$ cat src/rtl/ifu_fetch_if.sv
// Fetch-stage bus: icache lookup side, execute redirect side and decode output side.
// out_valid/out_ready: a transfer happens on a rising edge where both are 1; while
// out_valid=1 and out_ready=0 the producer holds out_pc/out_inst unchanged.
interface ifu_fetch_if #(
    parameter int ADDR_WIDTH = 32,
    parameter int DATA_WIDTH = 32
);
    logic [ADDR_WIDTH-1:0] icache_addr;
    logic [DATA_WIDTH-1:0] icache_data;
    logic                  icache_hit;
    logic                  icache_fence_i;
    logic                  redirect_valid;
    logic [ADDR_WIDTH-1:0] redirect_pc;
    logic                  fence_i_req;
    logic                  out_valid;
    logic                  out_ready;
    logic [ADDR_WIDTH-1:0] out_pc;
    logic [DATA_WIDTH-1:0] out_inst;
    logic [31:0]           perf_miss_cycles;
    logic                  state_dbg;  // 1 while in the FLUSH state

    modport master (
        output icache_addr, icache_fence_i, out_valid, out_pc, out_inst,
               perf_miss_cycles, state_dbg,
        input  icache_data, icache_hit, redirect_valid, redirect_pc,
               fence_i_req, out_ready
    );

    modport slave (
        input  icache_addr, icache_fence_i, out_valid, out_pc, out_inst,
               perf_miss_cycles, state_dbg,
        output icache_data, icache_hit, redirect_valid, redirect_pc,
               fence_i_req, out_ready
    );
endinterface

$ cat src/rtl/ifu_fetch.sv
// Instruction-fetch control: owns the PC, captures icache hits into a single-entry
// output register for decode, and handles redirects, fence.i flushes and miss counting.
module ifu_fetch #(
    parameter int                    ADDR_WIDTH = 32,
    parameter int                    DATA_WIDTH = 32,
    parameter logic [ADDR_WIDTH-1:0] RESET_PC   = ADDR_WIDTH'(32'h3000_0000)
) (
    input logic          clock,
    input logic          rst_n_sync,
    ifu_fetch_if.master  bus
);

    typedef enum logic {
        ST_FETCH = 1'b0,
        ST_FLUSH = 1'b1
    } state_t;

    state_t                state;
    state_t                state_next;
    logic                  fence_pulse;

    logic [ADDR_WIDTH-1:0] pc;
    logic                  out_valid_q;
    logic [ADDR_WIDTH-1:0] out_pc_q;
    logic [DATA_WIDTH-1:0] out_inst_q;
    logic [31:0]           miss_cnt;

    logic                  accept;
    logic                  miss_event;
    logic [ADDR_WIDTH-1:0] redirect_target;
    logic                  unused_redirect_lsbs;

    assign accept               = !out_valid_q || bus.out_ready;
    assign miss_event           = (state == ST_FETCH) && !bus.redirect_valid && !bus.icache_hit;
    assign redirect_target      = {bus.redirect_pc[ADDR_WIDTH-1:2], 2'b00};
    assign unused_redirect_lsbs = ^bus.redirect_pc[1:0];

    // State register
    always_ff @(posedge clock or negedge rst_n_sync) begin
        if (!rst_n_sync) begin
            state <= ST_FETCH;
        end else begin
            state <= state_next;
        end
    end

    // Next state: a redirect always wins; FLUSH lasts exactly one cycle.
    always_comb begin
        state_next = ST_FETCH;
        if (bus.redirect_valid) begin
            state_next = bus.fence_i_req ? ST_FLUSH : ST_FETCH;
        end else if (state == ST_FLUSH) begin
            state_next = ST_FETCH;
        end
    end

    // Moore outputs
    always_comb begin
        fence_pulse = 1'b0;
        if (state == ST_FLUSH) begin
            fence_pulse = 1'b1;
        end
    end

    // PC and output register. FLUSH captures nothing so a hit sampled during the
    // invalidate cycle can never be delivered.
    always_ff @(posedge clock or negedge rst_n_sync) begin
        if (!rst_n_sync) begin
            pc          <= RESET_PC;
            out_valid_q <= 1'b0;
            out_pc_q    <= '0;
            out_inst_q  <= '0;
        end else if (bus.redirect_valid) begin
            pc          <= redirect_target;
            out_valid_q <= 1'b0;
        end else if (state == ST_FETCH) begin
            if (bus.icache_hit) begin
                if (accept) begin
                    out_inst_q  <= bus.icache_data;
                    out_pc_q    <= pc;
                    out_valid_q <= 1'b1;
                    pc          <= pc + ADDR_WIDTH'(4);
                end
            end else if (out_valid_q && bus.out_ready) begin
                out_valid_q <= 1'b0;
            end
        end
    end

    // Saturating miss-stall counter; survives redirects and fences.
    always_ff @(posedge clock or negedge rst_n_sync) begin
        if (!rst_n_sync) begin
            miss_cnt <= '0;
        end else if (miss_event && (miss_cnt != 32'hFFFF_FFFF)) begin
            miss_cnt <= miss_cnt + 32'd1;
        end
    end

    assign bus.icache_addr      = pc;
    assign bus.icache_fence_i   = fence_pulse;
    assign bus.out_valid        = out_valid_q;
    assign bus.out_pc           = out_pc_q;
    assign bus.out_inst         = out_inst_q;
    assign bus.perf_miss_cycles = miss_cnt;
    assign bus.state_dbg        = (state == ST_FLUSH);

endmodule

$ cat src/flat_wrapper.sv
// flat-port wrapper written by rule: the top's interface ports become plain ports
module ifu_fetch_flat 
#(
    parameter int                    ADDR_WIDTH = 32,
    parameter int                    DATA_WIDTH = 32,
    parameter logic [ADDR_WIDTH-1:0] RESET_PC   = ADDR_WIDTH'(32'h3000_0000)
)
  (clock, rst_n_sync, bus_icache_addr, bus_icache_fence_i, bus_out_valid, bus_out_pc, bus_out_inst, bus_perf_miss_cycles, bus_state_dbg, bus_icache_data, bus_icache_hit, bus_redirect_valid, bus_redirect_pc, bus_fence_i_req, bus_out_ready);
  ifu_fetch_if #(.ADDR_WIDTH(ADDR_WIDTH), .DATA_WIDTH(DATA_WIDTH)) bus_i ();
  input logic clock;
  input logic rst_n_sync;
  output wire logic [$bits(bus_i.icache_addr)-1:0] bus_icache_addr;
  output wire logic [$bits(bus_i.icache_fence_i)-1:0] bus_icache_fence_i;
  output wire logic [$bits(bus_i.out_valid)-1:0] bus_out_valid;
  output wire logic [$bits(bus_i.out_pc)-1:0] bus_out_pc;
  output wire logic [$bits(bus_i.out_inst)-1:0] bus_out_inst;
  output wire logic [$bits(bus_i.perf_miss_cycles)-1:0] bus_perf_miss_cycles;
  output wire logic [$bits(bus_i.state_dbg)-1:0] bus_state_dbg;
  input wire logic [$bits(bus_i.icache_data)-1:0] bus_icache_data;
  input wire logic [$bits(bus_i.icache_hit)-1:0] bus_icache_hit;
  input wire logic [$bits(bus_i.redirect_valid)-1:0] bus_redirect_valid;
  input wire logic [$bits(bus_i.redirect_pc)-1:0] bus_redirect_pc;
  input wire logic [$bits(bus_i.fence_i_req)-1:0] bus_fence_i_req;
  input wire logic [$bits(bus_i.out_ready)-1:0] bus_out_ready;
  assign bus_icache_addr = bus_i.icache_addr;
  assign bus_icache_fence_i = bus_i.icache_fence_i;
  assign bus_out_valid = bus_i.out_valid;
  assign bus_out_pc = bus_i.out_pc;
  assign bus_out_inst = bus_i.out_inst;
  assign bus_perf_miss_cycles = bus_i.perf_miss_cycles;
  assign bus_state_dbg = bus_i.state_dbg;
  assign bus_i.icache_data = bus_icache_data;
  assign bus_i.icache_hit = bus_icache_hit;
  assign bus_i.redirect_valid = bus_redirect_valid;
  assign bus_i.redirect_pc = bus_redirect_pc;
  assign bus_i.fence_i_req = bus_fence_i_req;
  assign bus_i.out_ready = bus_out_ready;
  ifu_fetch #(.ADDR_WIDTH(ADDR_WIDTH), .DATA_WIDTH(DATA_WIDTH), .RESET_PC(RESET_PC)) u_core (.clock(clock), .rst_n_sync(rst_n_sync), .bus(bus_i));
endmodule
$ cat config.mk
export PLATFORM = sky130hd
export DESIGN_NAME = ifu_fetch_flat
export DESIGN_NICKNAME = d
export VERILOG_FILES = /design/src/rtl/ifu_fetch_if.sv /design/src/rtl/ifu_fetch.sv /design/src/flat_wrapper.sv
export SDC_FILE = /design/constraint.sdc
export NUM_CORES = 1
export LEC_CHECK = 0
export BUFFER_PORTS_ARGS = -buffer_cell sky130_fd_sc_hd__buf_2
export CAP_MARGIN = 25
export CORE_AREA = 10 10 113 115
export CTS_BUF_LIST = sky130_fd_sc_hd__clkbuf_8
export CTS_CLUSTER_SIZE = 20
export DETAILED_ROUTE_END_ITERATION = 8
export DIE_AREA = 0 0 123 125
export PLACE_DENSITY_LB_ADDON = 0.05
export SLEW_MARGIN = 20
export SYNTH_ARGS = -nofsm -noshare
export SYNTH_HDL_FRONTEND = slang
export SYNTH_SLANG_ARGS = --single-unit
$ cat constraint.sdc
create_clock -name clock -period 4.95 [get_ports clock]
set_clock_uncertainty 0.1 [all_clocks]
set_input_delay 0.99 -clock clock [delete_from_list [all_inputs] [get_ports clock]]
set_output_delay 0.99 -clock clock [all_outputs]
set_load 0.02 [all_outputs]
Word level (Yosys, flattened, before mapping)
Cells that the tools add are included.
{"block": "op_classes", "n_addsub": 2, "eq_ne": 3, "muxes": 12, "n_bitwise": 2, "reduce_logical": 14}
{"cell": "$mux 32", "count": 4}
{"cell": "$add 32x1->32 const B", "count": 1}
{"cell": "$add 32x3->32 const B", "count": 1}
{"cell": "$ne 32x32->1 const B", "count": 1}
{"cell": "$mux 1", "count": 8}
{"cell": "$reduce_and 3->1", "count": 2}
{"cell": "$logic_and 1x1->1", "count": 4}
{"cell": "$reduce_and 4->1", "count": 1}
{"cell": "$reduce_bool 2->1", "count": 2}
{"cell": "$logic_not 1->1", "count": 3}
{"cell": "$ne 3x1->1 const B", "count": 1}
{"cell": "$reduce_bool 3->1", "count": 1}
{"cell": "$ne 2x2->1 const B", "count": 1}
{"cell": "$not 1->1", "count": 2}
{"cell": "$logic_or 1x1->1", "count": 1}
{"block": "word_totals", "register_bits": 130, "wordCells": 39}

Longest topological paths before layout
Gate-level depths: netlist (run 1).
{"block": "depth", "word_depth": 6, "ltp_mapped": 7, "mapped_depth_nobuf": 6}

Worst setup path before layout (run 1)
OpenSTA, ideal clock, no wires.
{"block": "synth_timing", "kind": "input-to-reg", "start": "in bus_redirect_valid", "end": "reg u_core.miss_cnt[14], in the netlist u_core.bus.perf_miss_cycles[14]", "arrival_time_ns": 2.180, "required_time_ns": 4.719, "setup_slack_ns": 2.540, "cell_stages": 4, "n_path_buf": 0, "cell_sequence": "or3_1 > a211o_1 > or3_1 > xnor2_1"}
{"block": "synth_between", "elab_chain_len": 4}
{"item": "from (decl)", "line": "flat_wrapper.sv:21", "text": "input wire logic [$bits(bus_i.redirect_valid)-1:0] bus_redirect_valid;"}
{"item": "$logic_not 1->1", "line": "ifu_fetch.sv:34", "text": "assign miss_event = (state == ST_FETCH) && !bus.redirect_valid && !bus.icache_hit;"}
{"item": "$logic_and 1x1->1 (2 in a row)", "line": "ifu_fetch.sv:34"}
{"item": "$logic_and 1x1->1", "line": "ifu_fetch.sv:94", "text": "end else if (miss_event && (miss_cnt != 32'hFFFF_FFFF)) begin"}
{"item": "to (signal assigned)", "line": "ifu_fetch.sv:95", "text": "miss_cnt <= miss_cnt + 32'd1;"}
{"item": "to (decl)", "line": "ifu_fetch.sv:26", "text": "logic [31:0] miss_cnt;"}
Every way passes these cells.
A chain may end at the register's enable or synchronous reset.

Worst setup path after layout (run 1)
{"block": "layout_timing", "start": "in bus_redirect_valid", "end": "reg u_core.out_pc_q[5], in the netlist u_core.bus.out_pc[5]"}
{"block": "layout_between", "elab_chain_len": 2}
{"item": "$not 1->1 (no source line)"}
{"item": "$reduce_and 4->1 (no source line)"}
{"item": "to (signal assigned)", "line": "ifu_fetch.sv:80", "text": "out_pc_q <= pc;"}
{"item": "to (decl)", "line": "ifu_fetch.sv:24", "text": "logic [ADDR_WIDTH-1:0] out_pc_q;"}
Every way passes these cells.

==> impl_metrics.toml, run 1 <==
[routing]
drtPass1Iterations = 4
avgViaCountPerCell = 5.26
routedWlPerCell_um = 17.1
ant_nets = 0
vias = 4573
drtIter0Drc = 260
drc = 0
finalWirelength_um = 14900

[global_routing]
antenna_found_initial = 3
gr-total-overflow = 0
grt_pass1_wl_um = 23900
grt_pass1_vias = 4671
grt_usage = 0.194
grt_max_degree = 93

[critical_path]
worst-setup-path-type = "primary input to flip-flop"
worstPathRequired_ns = 5.17
end_kind = "flip-flop"
cp_data_arrival_time_ns = 2.98
cp-start-kind = "primary input"
crit_fanout = 64

[logic_synthesis]
yosys.cell_count.top_type = "dfrtp_1"
syn-cell-area_um2 = 5740
synth_ff_type = "dfrtp_1"
yosysWarnings = 0
ys_ff_latch = 126
netlist_top_cells_count = "124 x dfrtp_1, 61 x nand2_1, 55 x mux2_2, 38 x o21ai_0, 36 x xnor2_1"
synth_largest_area_cell = "dfrtp_1"
synthCells = 519
synthTopCellsByArea = "dfrtp_1 54%, mux2_2 11%, xnor2_1 5.5%"
yosys.cell_types.count = 49
synth.avg_cell_area_um2 = 11.1
synth_top_area_share = 0.540
synthArstFlopShare = 1.00
synth-edff-count = 0
ys_seq_area_frac = 0.549

[sta]
rsz0062_at_grt = "false"
setup_tns_ns = 0
period_minus_slack_ns = 2.76
max_freq_mhz = 362
setup_viol = 0
finalHoldViolCount = 0
period_share = 0.558
setup_ws_ns = 2.19
max-slew-margin-rel = 0.435
drv_slew = 0
worstMarginPinSlew_ns = 0.844

[clock_tree]
cts_inserted_buffers = 17
clk_latency_ns = 0.44
cts_tree = "built"
cts_sinks = 126
hold_buffers = 0
cts-root-buf = "clkbuf_8"
postCtsSetupRepairBufs = 0
post_cts_resized = 0
clockBufferDepth = 2
htree_levels = 4
clkTransAtPathRegs_ns = 0.08

[cells_and_area]
fill_cells = 883
layout-area-overhead-vs-synth_pct = 25.4
nets = 786
drive_gt1_frac = 0.410

[placed_design]
dpl_worst_slack_ns = 1.73
gp_congestion = 0.840
portBuffers = 194
hpwl_um = 11100

[hold_path]
hold_path_class = "flip-flop to flip-flop"

[die]
start_util = 0.542
io_pins = 201
fp.dieH_um = 125
dieArea_um2 = 15400
rows = 38
core_um2 = 10600
fp.dieW_um = 123

[run]
max-cap-violations = 0

[run_status]
status = "complete, no violations"

[power]
pwr_density_cell_nw_per_um2 = 392
p_leak_nw = 3.41
ir_worst_vdd_mv = 0.206
## area by class of cell
| cell class | count | area (µm²) | share of cell area |
|---|---|---|---|
| Antenna cell | 2 | 5.00 | 0.000695 |
| Clock buffer | 19 | 262 | 0.0363 |
| Clock inverter | 13 | 115 | 0.0160 |
| Inverter | 15 | 56.3 | 0.00782 |
| Multi-Input combinational cell | 356 | 2430 | 0.337 |
| Sequential cell | 126 | 3160 | 0.438 |
| Tap cell | 140 | 175 | 0.0243 |
| Timing Repair Buffer | 198 | 1000 | 0.140 |
## state kept, by name, summed over array words and instances (netlist names)
register and flops:
u_core.bus.out_inst 32, u_core.bus.perf_miss_cycles 32, u_core.bus.state_dbg 1, u_core.bus.out_pc 30
u_core.bus.icache_addr 30, u_core.bus.out_valid 1
## where the power goes
group / switching (mW) / leakage, nW / internal (mW)
logic: 0.410 / 1.67 / 0.259
clock network: 0.421 / 0.184 / 0.423
registers: 0.120 / 1.55 / 1.19
## cell families (layout without fill, tap and decap cells)
kind of cell / Yosys count / count (layout) / synth area share
flops: 126 / 126 / 0.549
fa+ha+maj: 2 / 2 / 0.00436
mux: 58 / 58 / 0.113
other cells: 1 / 6 / 0.000653
simple gates: 185 / 185 / 0.169
compound gates: 62 / 62 / 0.0636
buf+inv: 40 / 245 / 0.0309
xor+xnor: 45 / 45 / 0.0686
## metrics by stage
stage                     hold WS (ns)  instance area (µm²)  total power [mW]  std cells  utilization
after detailed placement         0.371                 6810              2.01        834        0.643
after CTS                        0.390                 7190              2.85        866        0.678
after floorplan                  0.459                 5760              1.72        522            -
final                            0.387                 7200              2.82        869        0.679
after global routing             0.412                 7200              2.96        868        0.679
after global placement           0.360                 6810              1.98        834        0.643
## placed cells by master (no fill, tap or decap), types with 6 or more instances in the layout
master	n
o21ai_0	38
nand2_1	60
nand4_1	17
nor3_1	19
mux2_2	55
dfrtp_1	124
and3_1	6
buf_2	193
a21oi_1	7
inv_1	15
nand3_1	24
xor2_1	9
clkbuf_8	19
nor2_1	16
or3_1	7
xnor2_1	36
## worst max-delay path, stage by stage
cell	delay, ns
buf_2	0.08
buf_4	0.47
inv_1	0.28
nand2_2	0.69
mux2_2	0.42
## routing by layer
| metal | up-vias | global-route usage | share of wire |
|---|---|---|---|
| li1 | 2214 | - | - |
| met1 | 2186 | 0.226 | 0.40 |
| met2 | 152 | 0.313 | 0.48 |
| met3 | 19 | 0.0806 | 0.10 |
| met4 | 2 | 0.0679 | 0.014 |
| met5 | - | 0 | 0.00047 |
## worst paths after layout
path                                                              from  slack (ns)                                          to  cells after the start
worst max-delay path                                bus_redirect_valid        2.19            u_core.bus.out_pc[5]$_DFFE_PN0P_                      5
worst min register to register       u_core.bus.out_pc[21]$_DFFE_PN0P_        0.39           u_core.bus.out_pc[21]$_DFFE_PN0P_                      2
worst max register to register  u_core.bus.icache_addr[10]$_DFFE_PN0P_        2.43      u_core.bus.icache_addr[31]$_DFFE_PN0P_                      5
worst min-delay path                 u_core.bus.out_pc[21]$_DFFE_PN0P_        0.39           u_core.bus.out_pc[21]$_DFFE_PN0P_                      2
max in group asynchronous                                   rst_n_sync        3.20      u_core.bus.icache_addr[28]$_DFFE_PN1P_                      2
min in group asynchronous                                   rst_n_sync        0.52  u_core.bus.perf_miss_cycles[5]$_DFFE_PN0P_                      1
(Power assumes the default switching activity.)
==> inputs of run 2 (changes only) <==
--- a/config.mk
+++ b/config.mk
@@ -7,11 +7,11 @@
 export LEC_CHECK = 0
 export BUFFER_PORTS_ARGS = -buffer_cell sky130_fd_sc_hd__buf_2
 export CAP_MARGIN = 25
-export CORE_AREA = 10 10 113 115
+export CORE_AREA = 10 10 117 119
 export CTS_BUF_LIST = sky130_fd_sc_hd__clkbuf_8
 export CTS_CLUSTER_SIZE = 20
 export DETAILED_ROUTE_END_ITERATION = 8
-export DIE_AREA = 0 0 123 125
+export DIE_AREA = 0 0 127 129
 export PLACE_DENSITY_LB_ADDON = 0.05
 export SLEW_MARGIN = 20
 export SYNTH_ARGS = -nofsm -noshare
==> constraint.sdc (replaced) <==
create_clock -name clock -period 2.8 [get_ports clock]
set_clock_uncertainty 0.1 [all_clocks]
set_input_delay 0.56 -clock clock [delete_from_list [all_inputs] [get_ports clock]]
set_output_delay 0.56 -clock clock [all_outputs]
set_load 0.02 [all_outputs]
==> run 2 against run 1 <==
Effect of this change: worst setup slack got worse by 1.7 ns; register-to-register slack got worse by 1.9 ns; core utilization fell by 3.6 points; wire length rose by 5.0%; critical path depth rose by 1; sequential power rose by 76%; die area rose by 6.6%; critical path type is now flip-flop to flip-flop; critical endpoint is now u_core.bus.perf_miss_cycles[22]$_DFFE_PN0P_; largest power group unchanged; highest routed layer is now met4.
==> impl_metrics.toml, run 2 (same netlist as run 1, synthesis figures left out) <==
[critical_path]
end_kind = "flip-flop"
crit_start = "u_core.bus.perf_miss_cycles[0]$_DFFE_PN0P_"
cp-start-kind = "flip-flop"
crit_path_frequent_cell = "nand4_1"
worst-setup-path-type = "flip-flop to flip-flop"
crit_buf_inv = 0
worstPathRequired_ns = 3.02
cp_data_arrival_time_ns = 2.52
timing.rr.end = "u_core.bus.perf_miss_cycles[22]$_DFFE_PN0P_"
slowest_stage = "nor3_1"
crit_fanout = 6
timing.rr.start = "u_core.bus.perf_miss_cycles[0]$_DFFE_PN0P_"
r2r_setup_slack_ns = 0.50
rr_worst_depth = 6
crit_chain = "ha_1, nand4_1, nor3_1, and4_1, nand4_1, xnor2_1"
critPathMaxStageDelay_ns = 0.54
cp_top_family = "simple AND/OR/NAND/NOR gates"

[clock_tree]
post_cts_resized = 0
cts-root-buf = "clkbuf_8"
clkTransAtPathRegs_ns = 0.07
clk_latency_ns = 0.44
clockBufferDepth = 2
cts_sinks = 126
cts_tree = "built"
htree_levels = 4
cts_inserted_buffers = 17

[cells_and_area]
final_cell_mix = "193 x buf_2, 124 x dfrtp_1, 60 x nand2_1"
layout-area-overhead-vs-synth_pct = 26.7
fill_cells = 961
final_common_cell = "buf_2"
antenna_cells = 0
instances_no_fill = 876
drive_gt1_frac = 0.409
nets = 793

[power]
combPwrFrac = 0.241
internal_power_mw = 3.36
p_leak_nw = 3.47
p_clk_frac = 0.296
pwr_density_cell_nw_per_um2 = 685
seqPwrFrac = 0.462
power.switching_mw = 1.62
ir_worst_vdd_mv = 0.431
power_switching_share = 0.325

[routing]
drc = 0
vias = 4661
finalWirelength_um = 15700
drtIter0Drc = 328
routedWlPerCell_um = 17.9
avgViaCountPerCell = 5.32
drtPass1Iterations = 4
ant_nets = 0

[die]
start_util = 0.507
rows = 39
core_um2 = 11300
io_pins = 201
fp.dieW_um = 127
dieArea_um2 = 16400
fp.dieH_um = 129

[sta]
period_minus_slack_ns = 2.30
max-slew-margin-rel = 0.608
max_freq_mhz = 435
setup_tns_ns = 0
period_share = 0.821
hold_ws_ns = 0.227
worstMarginPinSlew_ns = 0.583
finalHoldViolCount = 0
setup_viol = 0
rsz0062_at_grt = "false"
setup_ws_ns = 0.501
drv_slew = 0

[global_routing]
gr-total-overflow = 0
antenna_found_initial = 0
grt_max_degree = 56
grt_pass1_wl_um = 24900
grt_usage = 0.189
grt_pass1_vias = 4750

[placed_design]
dpl_worst_slack_ns = 0.484
portBuffers = 194
place_inst = 844
hpwl_um = 12000
gp_congestion = 0.820

[run]
max-cap-violations = 0

[run_status]
status = "complete, no violations"

[hold_path]
min_from = "bus_redirect_pc[15]"
whs_path_depth = 3
hold_path_class = "primary input to flip-flop"
hold_path_end = "u_core.bus.icache_addr[15]$_DFFE_PN0P_"
run 2: changes by cell type in the layout (fill, tap and decap cells not counted), sizes merged:
cell	delta
clkinv	-2
clkinvlp	-3
buf	+7
clkbuf	+2
dlygate4sd3	+1
inv	+1
diode	-2
run 2: per-layer routing:
metal | wire length [µm] | global-route usage
met5 | 0 | 0
met4 | 240 | 0.0703
met3 | 1320 | 0.0747
met2 | 7530 | 0.303
met1 | 6560 | 0.225
run 2: power by group through the flow:
stage                     sequential (mW)  clock [mW]  combinational [mW]
after floorplan                      2.66           0               0.379
final                                2.31        1.48                1.20
after CTS                            2.31        1.51                1.23
after detailed placement             2.34           0                1.23
after global placement               2.32           0                1.20
after global routing                 2.35        1.58                1.30
run 2: final cells by class:
type / count / area, µm² / share of cell area
Multi-Input combinational cell: 356 / 2430 / 0.334
Inverter: 15 / 56.3 / 0.00774
Clock inverter: 9 / 68.8 / 0.00946
Clock buffer: 22 / 303 / 0.0416
Tap cell: 143 / 179 / 0.0246
Timing Repair Buffer: 205 / 1090 / 0.149
Sequential cell: 126 / 3160 / 0.434
run 2: timing repair:
item                       in CTS  in global routing
buffers inserted                0                  0
setup endpoints to repair       0                  0
hold endpoints to repair       53                  0
hold buffers                    1                  0
run 2: how the worst max path moves through the flow:
stage                                                  end  slack, ns  cells after the start
5_1_grt             u_core.bus.icache_addr[30]$_DFFE_PN0P_       0.36                      6
4_1_cts        u_core.bus.perf_miss_cycles[22]$_DFFE_PN0P_       0.50                      6
2_1_floorplan  u_core.bus.perf_miss_cycles[14]$_DFFE_PN0P_       0.62                      6
6_report       u_core.bus.perf_miss_cycles[22]$_DFFE_PN0P_       0.50                      6
3_5_place_dp        u_core.bus.icache_addr[30]$_DFFE_PN0P_       0.48                      6
3_3_place_gp        u_core.bus.icache_addr[30]$_DFFE_PN0P_       0.49                      6
run 2: tightest hold or removal path, stage by stage:
cell and delay (ns):
buf_2 0.07, nand2_1 0.04, o21ai_0 0.05
run 2: metrics by stage:
stage | area, µm² | utilization | power, mW
after global placement | 6900 | 0.609 | 3.53
after detailed placement | 6900 | 0.609 | 3.57
final | 7280 | 0.643 | 4.99
after global routing | 7280 | 0.643 | 5.23
after CTS | 7280 | 0.643 | 5.05
after floorplan | 5760 | - | 3.04
